$ cat config.mk
export PLATFORM = sky130hd
export DESIGN_NAME = fft_frame_sequencer
export DESIGN_NICKNAME = d
export VERILOG_FILES = /design/src/rtl/fft_frame_sequencer.sv
export SDC_FILE = /design/constraint.sdc
export NUM_CORES = 1
export LEC_CHECK = 0
export BUFFER_PORTS_ARGS = -buffer_cell sky130_fd_sc_hd__buf_2
export CAP_MARGIN = 10
export CELL_PAD_IN_SITES_DETAIL_PLACEMENT = 1
export CELL_PAD_IN_SITES_GLOBAL_PLACEMENT = 2
export CORE_ASPECT_RATIO = 0.7
export CORE_MARGIN = 2
export CORE_UTILIZATION = 29
export CTS_BUF_LIST = sky130_fd_sc_hd__clkbuf_8
export DETAILED_ROUTE_END_ITERATION = 10
export PLACE_DENSITY_LB_ADDON = 0.1
export SYNTH_ARGS = -nofsm -noshare
export SYNTH_HDL_FRONTEND = slang
export SYNTH_SLANG_ARGS = --single-unit
$ cat constraint.sdc
create_clock -name clk -period 1.9 [get_ports clk]
set_input_delay 0.285 -clock clk [delete_from_list [all_inputs] [get_ports clk]]
set_output_delay 0.285 -clock clk [all_outputs]
set_load 0.05 [all_outputs]
$ cat src/rtl/fft_frame_sequencer.sv
// fft_frame_sequencer
//   Frame-level sequencer for the 64-point in-place FFT core. Produces the frame
//   counter cnt and its advance strobe step for the bank/stage control logic,
//   and wraps the fixed 2**CNT_W-count frame (load, compute, unload) in
//   valid/ready handshakes on the input and output sides.
//
// Ports
//   clk          clock, all logic on the rising edge
//   nrst         synchronous active-low reset
//   start        begin a frame (honoured only in IDLE)
//   abort        abandon the current frame and return to IDLE
//   cont         1: chain frames back-to-back, 0: stop in IDLE after each frame
//   in_valid     input sample present
//   in_ready     input sample accepted when in_valid & in_ready
//   out_ready    downstream accepts the output sample
//   out_valid    output sample present (unload phase)
//   out_last     final output sample of the frame
//   cnt          frame counter to the control logic
//   step         cnt advances at this edge
//   busy         sequencer is not IDLE
//   frame_done   one-cycle pulse after the last output handshake
//   frame_cnt    completed frames, wraps
//   in_stall_cnt / out_stall_cnt  (only with FFT_SEQ_STALL_CNT_EN defined)
//                saturating counts of LOAD cycles without in_valid and of
//                UNLOAD cycles without out_ready
//
// Optional feature macro: FFT_SEQ_STALL_CNT_EN
module fft_frame_sequencer #(
  parameter int CNT_W     = 8,
  parameter int LOAD_LAST = 63,
  parameter int CALC_LAST = 223,
  parameter int FCNT_W    = 16
) (
  input  logic              clk,
  input  logic              nrst,
  input  logic              start,
  input  logic              abort,
  input  logic              cont,
  input  logic              in_valid,
  output logic              in_ready,
  input  logic              out_ready,
  output logic              out_valid,
  output logic              out_last,
  output logic [CNT_W-1:0]  cnt,
  output logic              step,
  output logic              busy,
  output logic              frame_done,
  output logic [FCNT_W-1:0] frame_cnt
`ifdef FFT_SEQ_STALL_CNT_EN
  ,
  output logic [15:0]       in_stall_cnt,
  output logic [15:0]       out_stall_cnt
`endif
);

  localparam logic [1:0] IDLE   = 2'd0;
  localparam logic [1:0] LOAD   = 2'd1;
  localparam logic [1:0] CALC   = 2'd2;
  localparam logic [1:0] UNLOAD = 2'd3;

  localparam logic [CNT_W-1:0] LOAD_END = CNT_W'(LOAD_LAST);
  localparam logic [CNT_W-1:0] CALC_END = CNT_W'(CALC_LAST);
  localparam logic [CNT_W-1:0] CNT_MAX  = '1;

  logic [1:0] state;

  // Handshake and strobe outputs decode straight from state/cnt so the
  // control logic sees step in the same cycle the handshake happens.
  always_comb begin
    busy      = (state != IDLE);
    in_ready  = (state == LOAD);
    out_valid = (state == UNLOAD);
    out_last  = (state == UNLOAD) && (cnt == CNT_MAX);
    step      = 1'b0;
    case (state)
      LOAD:    step = in_valid;
      CALC:    step = 1'b1;
      UNLOAD:  step = out_ready;
      default: step = 1'b0;
    endcase
  end

  // Main sequencer. abort beats everything except reset, including the final
  // output handshake, so an aborted frame is never counted as done.
  always_ff @(posedge clk) begin
    if (!nrst) begin
      state      <= IDLE;
      cnt        <= '0;
      frame_cnt  <= '0;
      frame_done <= 1'b0;
    end else if (abort) begin
      state      <= IDLE;
      cnt        <= '0;
      frame_done <= 1'b0;
    end else begin
      frame_done <= 1'b0;
      case (state)
        IDLE: begin
          cnt <= '0;
          if (start) state <= LOAD;
        end
        LOAD: begin
          if (in_valid) begin
            cnt <= cnt + 1'b1;
            if (cnt == LOAD_END) state <= CALC;
          end
        end
        CALC: begin
          cnt <= cnt + 1'b1;
          if (cnt == CALC_END) state <= UNLOAD;
        end
        UNLOAD: begin
          if (out_ready) begin
            // cnt wraps to 0 on the last handshake, ready for the next frame
            cnt <= cnt + 1'b1;
            if (cnt == CNT_MAX) begin
              frame_cnt  <= frame_cnt + 1'b1;
              frame_done <= 1'b1;
              state      <= cont ? LOAD : IDLE;
            end
          end
        end
        default: begin
          state <= IDLE;
          cnt   <= '0;
        end
      endcase
    end
  end

`ifdef FFT_SEQ_STALL_CNT_EN
  // Stall statistics: cleared when a new frame is accepted from IDLE,
  // saturating so a long stall never wraps back to a small value.
  always_ff @(posedge clk) begin
    if (!nrst) begin
      in_stall_cnt  <= '0;
      out_stall_cnt <= '0;
    end else if ((state == IDLE) && start && !abort) begin
      in_stall_cnt  <= '0;
      out_stall_cnt <= '0;
    end else begin
      if ((state == LOAD) && !in_valid && (in_stall_cnt != 16'hFFFF))
        in_stall_cnt <= in_stall_cnt + 16'd1;
      if ((state == UNLOAD) && !out_ready && (out_stall_cnt != 16'hFFFF))
        out_stall_cnt <= out_stall_cnt + 16'd1;
    end
  end
`endif

endmodule
# Word-level counts from Yosys, hierarchy flattened
# Cells that the tools add are included.
dict set report totals {
  in_bits 7
  out_inout_bits 30
  register_bits 27
  word_cells 43
}
dict set report classes {
  add_sub_neg 2
  n_bitwise 4
  n_eq_ne 12
  muxes 13
  n_reduce_logical 8
}
# op count
set ops {}
lappend ops {{$pmux W8 S4} 1}
lappend ops {{$add A16 B1 Y16 const B} 1}
lappend ops {{$eq A8 B8 Y1 const B} 2}
lappend ops {{$mux W8} 2}
lappend ops {{$mux W2} 6}
lappend ops {{$add A8 B1 Y8 const B} 1}
lappend ops {{$eq A8 B6 Y1 const B} 1}
lappend ops {{$ne A2 B2 Y1 const B} 4}
lappend ops {{$pmux W2 S4} 1}
lappend ops {{$reduce_and A6 Y1} 1}
lappend ops {{$eq A2 B2 Y1 const B} 2}
lappend ops {{$ne A2 B1 Y1 const B} 2}
lappend ops {{$not A1 Y1} 4}
lappend ops {{$reduce_and A4 Y1} 1}
lappend ops {{$reduce_or A4 Y1} 1}
lappend ops {{$pmux W1 S3} 1}
lappend ops {{$eq A2 B1 Y1 const B} 1}
lappend ops {{$logic_not A2 Y1} 1}
lappend ops {{$mux W1} 2}
lappend ops {{$reduce_and A2 Y1} 1}
lappend ops {{$reduce_bool A2 Y1} 1}
lappend ops {{$reduce_or A2 Y1} 1}
lappend ops {{$logic_and A1 B1 Y1} 1}

# Longest topological paths before layout
dict set report depth {
  depth_word 4
  depth_mapped 6
  depth_no_buf 6
}

# Worst setup path after synthesis
# Ideal clock, no wire load.
dict set report synth_path {
  path_kind {register -> output}
  start {register cnt[0]}
  end {output port out_last}
  arrival_ps 2210
  path_slack_ps -595
  required_time_ps 1615
  path_stages_with_launch 6
  n_path_buf 1
  path_cell_list {dfxtp_1 > ha_1 > and4_1 > nand3_1 > clkbuf_1 > nor2_1}
}
dict set report synth_between {
  elab_chain_cells 2
}
# item line_no
set synth_rtl {}
lappend synth_rtl {{start, declared} 44} ;# output logic [CNT_W-1:0] cnt,
lappend synth_rtl {{start signal, assigned} 104} ;# cnt <= cnt + 1'b1;
lappend synth_rtl {{start signal, assigned} 109} ;# cnt <= cnt + 1'b1;
lappend synth_rtl {{start signal, assigned} 115} ;# cnt <= cnt + 1'b1;
lappend synth_rtl {{$eq A8 B8 Y1} 73} ;# out_last = (state == UNLOAD) && (cnt == CNT_MAX);
lappend synth_rtl {{$logic_and A1 B1 Y1} 73}
lappend synth_rtl {{end, declared} 43} ;# output logic out_last,
# Every way passes these cells.

# Final worst setup path
dict set report layout_path {
  start {register state[1]}
  end {output port step}
}
dict set report layout_between {
  elab_chain_cells 2
  elab_cells_between_ends 4
  cone_classes {eq/ne: 3; mux: 1}
}
# item line_no
set layout_rtl {}
lappend layout_rtl {{start, declared} 65} ;# logic [1:0] state;
lappend layout_rtl {{start signal, assigned} 119} ;# state <= cont ? LOAD : IDLE;
lappend layout_rtl {{$eq A2 B2 Y1 or $eq A2 B1 Y1 (tied branches)} 75} ;# case (state)
lappend layout_rtl {{$pmux W1 S3 *} 75}
lappend layout_rtl {{end, declared} 45} ;# output logic step,
# Every way passes the cells marked *; elsewhere a longest branch is shown, timed or not.

==> impl_metrics.ini <==
[global_route]
grt_pass1_vias = 1407
grt_remaining_overflow = 0
antenna_found_initial = 0
grt_max_degree = 26
grt_use_total_pct = 14.3
grt_pass1_wl_mm = 6.84

[hold_path]
hold_class = primary input to flop
min_path_cells = 3
holdPathEnd = frame_done$_SDFF_PP0_
hold_start = nrst

[floorplan]
coreArea_sq_um = 5170
rows = 22
initial_utilization_pct = 29.7
pin_count = 37
dieWidth_microns = 91
die_h_microns = 64.9
dieArea_sq_um = 5910

[drt]
first_pass_iters = 4
ant_nets = 0
vias = 1435
wl_mm = 4.07
drt_iter0_drc = 40
remaining_drc_errors = 0
viasPerCell = 4.93
routedWlPerCell_microns = 14.0

[synth]
synth_top_family_by_area = simple AND/OR/NAND/NOR gates
yosys_warnings = 0
synthesis.area_sq_um = 1540
synth_compound_area_share_pct = 16.3
syn_nets = 191
synth_cell_types = 39
synthSimpleGateAreaFrac_pct = 28.2
synth_seq_cells = 27
yosysSeqAreaShare_pct = 35.2
synthAdderAreaFrac_pct = 5.70
synth_area_per_cell_sq_um = 8.68
syn_inst = 177
synth.area.mux_share_pct = 5.21
synth_xor_xnor_area_share_pct = 3.99

[sta]
rsz0062_at_grt = yes
layout_min_cycle_time_ps = 1810
relSlewSlack_pct = 66.4
tightestPinTransition_ps = 503
finalSetupViolations = 0
skew_ps = 3.17
timing.hold.ws_ps = 347
fmax_mhz = 553
final_hold_viol_count = 0
fin_crit_sh_pct = 95.2
drv_slew = 0

[critical_path]
regToRegSetupSlack_ps = 130
cp-startpoint = state[1]$_SDFFE_PP0P_
reg2reg_depth = 5
r2r_start = state[0]$_SDFFE_PP0P_
arrival_ps = 1520
critPathKind = flop to primary output
r2r-end = frame_cnt[15]$_SDFFE_PN0P_
start_kind = flop
cp_max_fo = 4
critPathCaptureType = primary output
required_ps = 1620

[power]
ir_worst_vdd_v = 0.000285
p_leak_nw = 0.797
internal-power_mw = 0.754
p_seq_share_pct = 55.3
power_density_nw_per_um2 = 516
power_switching_mw = 0.282
clockPowerShare_pct = 33.9
p_total_mw = 1.04
pwr-share-comb_pct = 10.8
swShare_pct = 27.2

[clock_network]
cts_made_buffers = 3
cts_hold_buf = 0
h-tree-depth = 1
cts_max_path_buffers = 2
root_buffer = clkbuf_8
tritoncts = yes
cts.sinks = 27
clock_latency_ps = 280
path_clk_slew_ps = 100

[place]
dp_hpwl_mm = 3.04
place_congestion = 0.749
io_buffers = 36

[final_layout]
fillers = 635
area_growth_pct = 30.8
drive_above_1_share_pct = 35.6
diodes = 0
nets = 234

[run_status]
status = complete, no violations

[flow_run]
maxCapViolCount = 0
## synthesized netlist by cell type
| cell type | instances | area (sq um) |
|---|---|---|
| a21oi_1 | 4 | 20.0 |
| nand3_1 | 7 | 35.0 |
| and4_1 | 3 | 26.3 |
| nand4_1 | 3 | 18.8 |
| a31oi_1 | 1 | 6.26 |
| nand2b_1 | 10 | 62.6 |
| a2111oi_2 | 1 | 15.0 |
| o311ai_2 | 2 | 32.5 |
| buf_6 | 1 | 11.3 |
| xnor2_1 | 7 | 61.3 |
| and3b_1 | 1 | 8.76 |
| inv_1 | 13 | 48.8 |
| or4b_4 | 1 | 13.8 |
| or3_1 | 3 | 18.8 |
| nor3b_1 | 1 | 7.51 |
| o21ai_1 | 1 | 5.00 |
| o22ai_1 | 1 | 6.26 |
| dfxtp_1 | 27 | 541 |
| nor4_4 | 1 | 21.3 |
| and2_1 | 2 | 12.5 |
| o211ai_1 | 1 | 7.51 |
| o311ai_0 | 3 | 26.3 |
| nor4bb_1 | 1 | 10.0 |
| o311ai_1 | 2 | 17.5 |
| a221oi_1 | 1 | 8.76 |
| nor2b_1 | 3 | 18.8 |
| clkbuf_1 | 5 | 18.8 |
| nor4_1 | 5 | 31.3 |
| o41ai_1 | 5 | 43.8 |
| nand2_1 | 20 | 75.1 |
| a31o_2 | 1 | 8.76 |
| nor3_1 | 2 | 10.0 |
| o41ai_2 | 2 | 32.5 |
| or2_2 | 1 | 6.26 |
| ha_1 | 7 | 87.6 |
| buf_2 | 1 | 5.00 |
| nor2_1 | 15 | 56.3 |
| o21ai_0 | 4 | 20.0 |
| mux2i_1 | 8 | 80.1 |
## metal layers
metal	global-route usage (%)	share of wire [%]	routed length, microns	up-vias
met2	22.1	43	1750	24
met3	4.30	4.6	187	2
met1	20.1	52	2120	688
met5	0	0	0	-
met4	2.27	0.39	16	0
li1	-	-	-	721
## power groups by stage
stage	clock (mW)	sequential [mW]	combinational [mW]
2_1_floorplan	0	0.589	0.0694
3_3_place_gp	0	0.586	0.103
3_5_place_dp	0	0.586	0.104
4_1_cts	0.364	0.573	0.105
5_1_grt	0.378	0.575	0.123
6_report	0.351	0.573	0.112
## repair_timing
action	4_1_cts	5_1_grt
endpoints found under the setup margin	1	8
cloned	0	0
resized for setup	5	7
buffers inserted	1	3
pin swaps	1	2
endpoints found under the hold margin	0	0
## final cells by class
| type | instances | area [sq um] | area share, % |
|---|---|---|---|
| clock inverters | 1 | 5.00 | 0.249 |
| flip-flops and latches | 27 | 558 | 27.8 |
| clock buffers | 3 | 41.3 | 2.05 |
| inverters | 13 | 48.8 | 2.43 |
| repair buffers | 45 | 267 | 13.3 |
| well taps | 72 | 90.1 | 4.48 |
| multi-input cells | 130 | 1000 | 49.8 |
## placed cells by master, fill, tap and decap left out, drive strengths merged
cell | synthesis | final
o41ai | 7 | 7
nor4 | 6 | 6
and3b | 1 | 1
and4 | 3 | 3
a221oi | 1 | 1
o22ai | 1 | 1
a31o | 1 | 1
xnor2 | 7 | 7
a2111oi | 1 | 1
or3 | 3 | 3
and2 | 2 | 2
o311ai | 7 | 7
nor2 | 15 | 15
mux2i | 8 | 8
nand2 | 20 | 20
a31oi | 1 | 1
clkbuf | 5 | 3
nand3 | 7 | 7
inv | 13 | 13
nor2b | 3 | 3
buf | 2 | 45
nor3b | 1 | 1
o21ai | 5 | 5
nor3 | 2 | 2
o211ai | 1 | 1
clkinv | 0 | 1
a21oi | 4 | 4
dfxtp | 27 | 27
or2 | 1 | 1
or4b | 1 | 1
nand4 | 3 | 3
ha | 7 | 7
nor4bb | 1 | 1
nand2b | 10 | 10
## kinds of logic after synthesis
kind of cell	Yosys count
AO/OA/AOI/OAI	29
AND/OR/NAND/NOR	79
flip-flops	27
XOR/XNOR	7
adder cells (fa/ha/maj)	7
multiplexers	8
buffers and inverters	20
## flip-flops by register name (all words and copies together) (netlist names)
| name | count |
|---|---|
| frame_cnt | 16 |
| cnt | 8 |
| state | 2 |
| frame_done | 1 |
## metrics by stage
stage / util [%] / setup WS (ps) / setup TNS, ps / cell area (sq um) / std cells
6_report: 38.8 / 92.1 / 0 / 2010 / 291
3_3_place_gp: 36.1 / 96.4 / 0 / 1870 / 283
4_1_cts: 37.4 / 11.8 / 0 / 1940 / 288
5_1_grt: 38.8 / -5.19 / -5.19 / 2010 / 291
2_1_floorplan: - / 23.5 / 0 / 1580 / 177
3_5_place_dp: 36.1 / 56.1 / 0 / 1870 / 283
## how the worst max path moves through the flow
stage / endpoint / slack [ps] / cells after the start
6_report: step / 90 / 5
5_1_grt: state[0]$_SDFFE_PP0P_ / -5 / 6
4_1_cts: out_last / 10 / 6
3_5_place_dp: frame_cnt[13]$_SDFFE_PN0P_ / 60 / 5
3_3_place_gp: frame_cnt[13]$_SDFFE_PN0P_ / 100 / 5
2_1_floorplan: out_last / 20 / 4
## critical path, stage by stage, from the launching register on
cell      delay [ps]
dfxtp_2          390
inv_1            100
ha_1             240
a221oi_2         270
nor2_2            40
buf_2            200
Power figures use the tool's default switching activity.
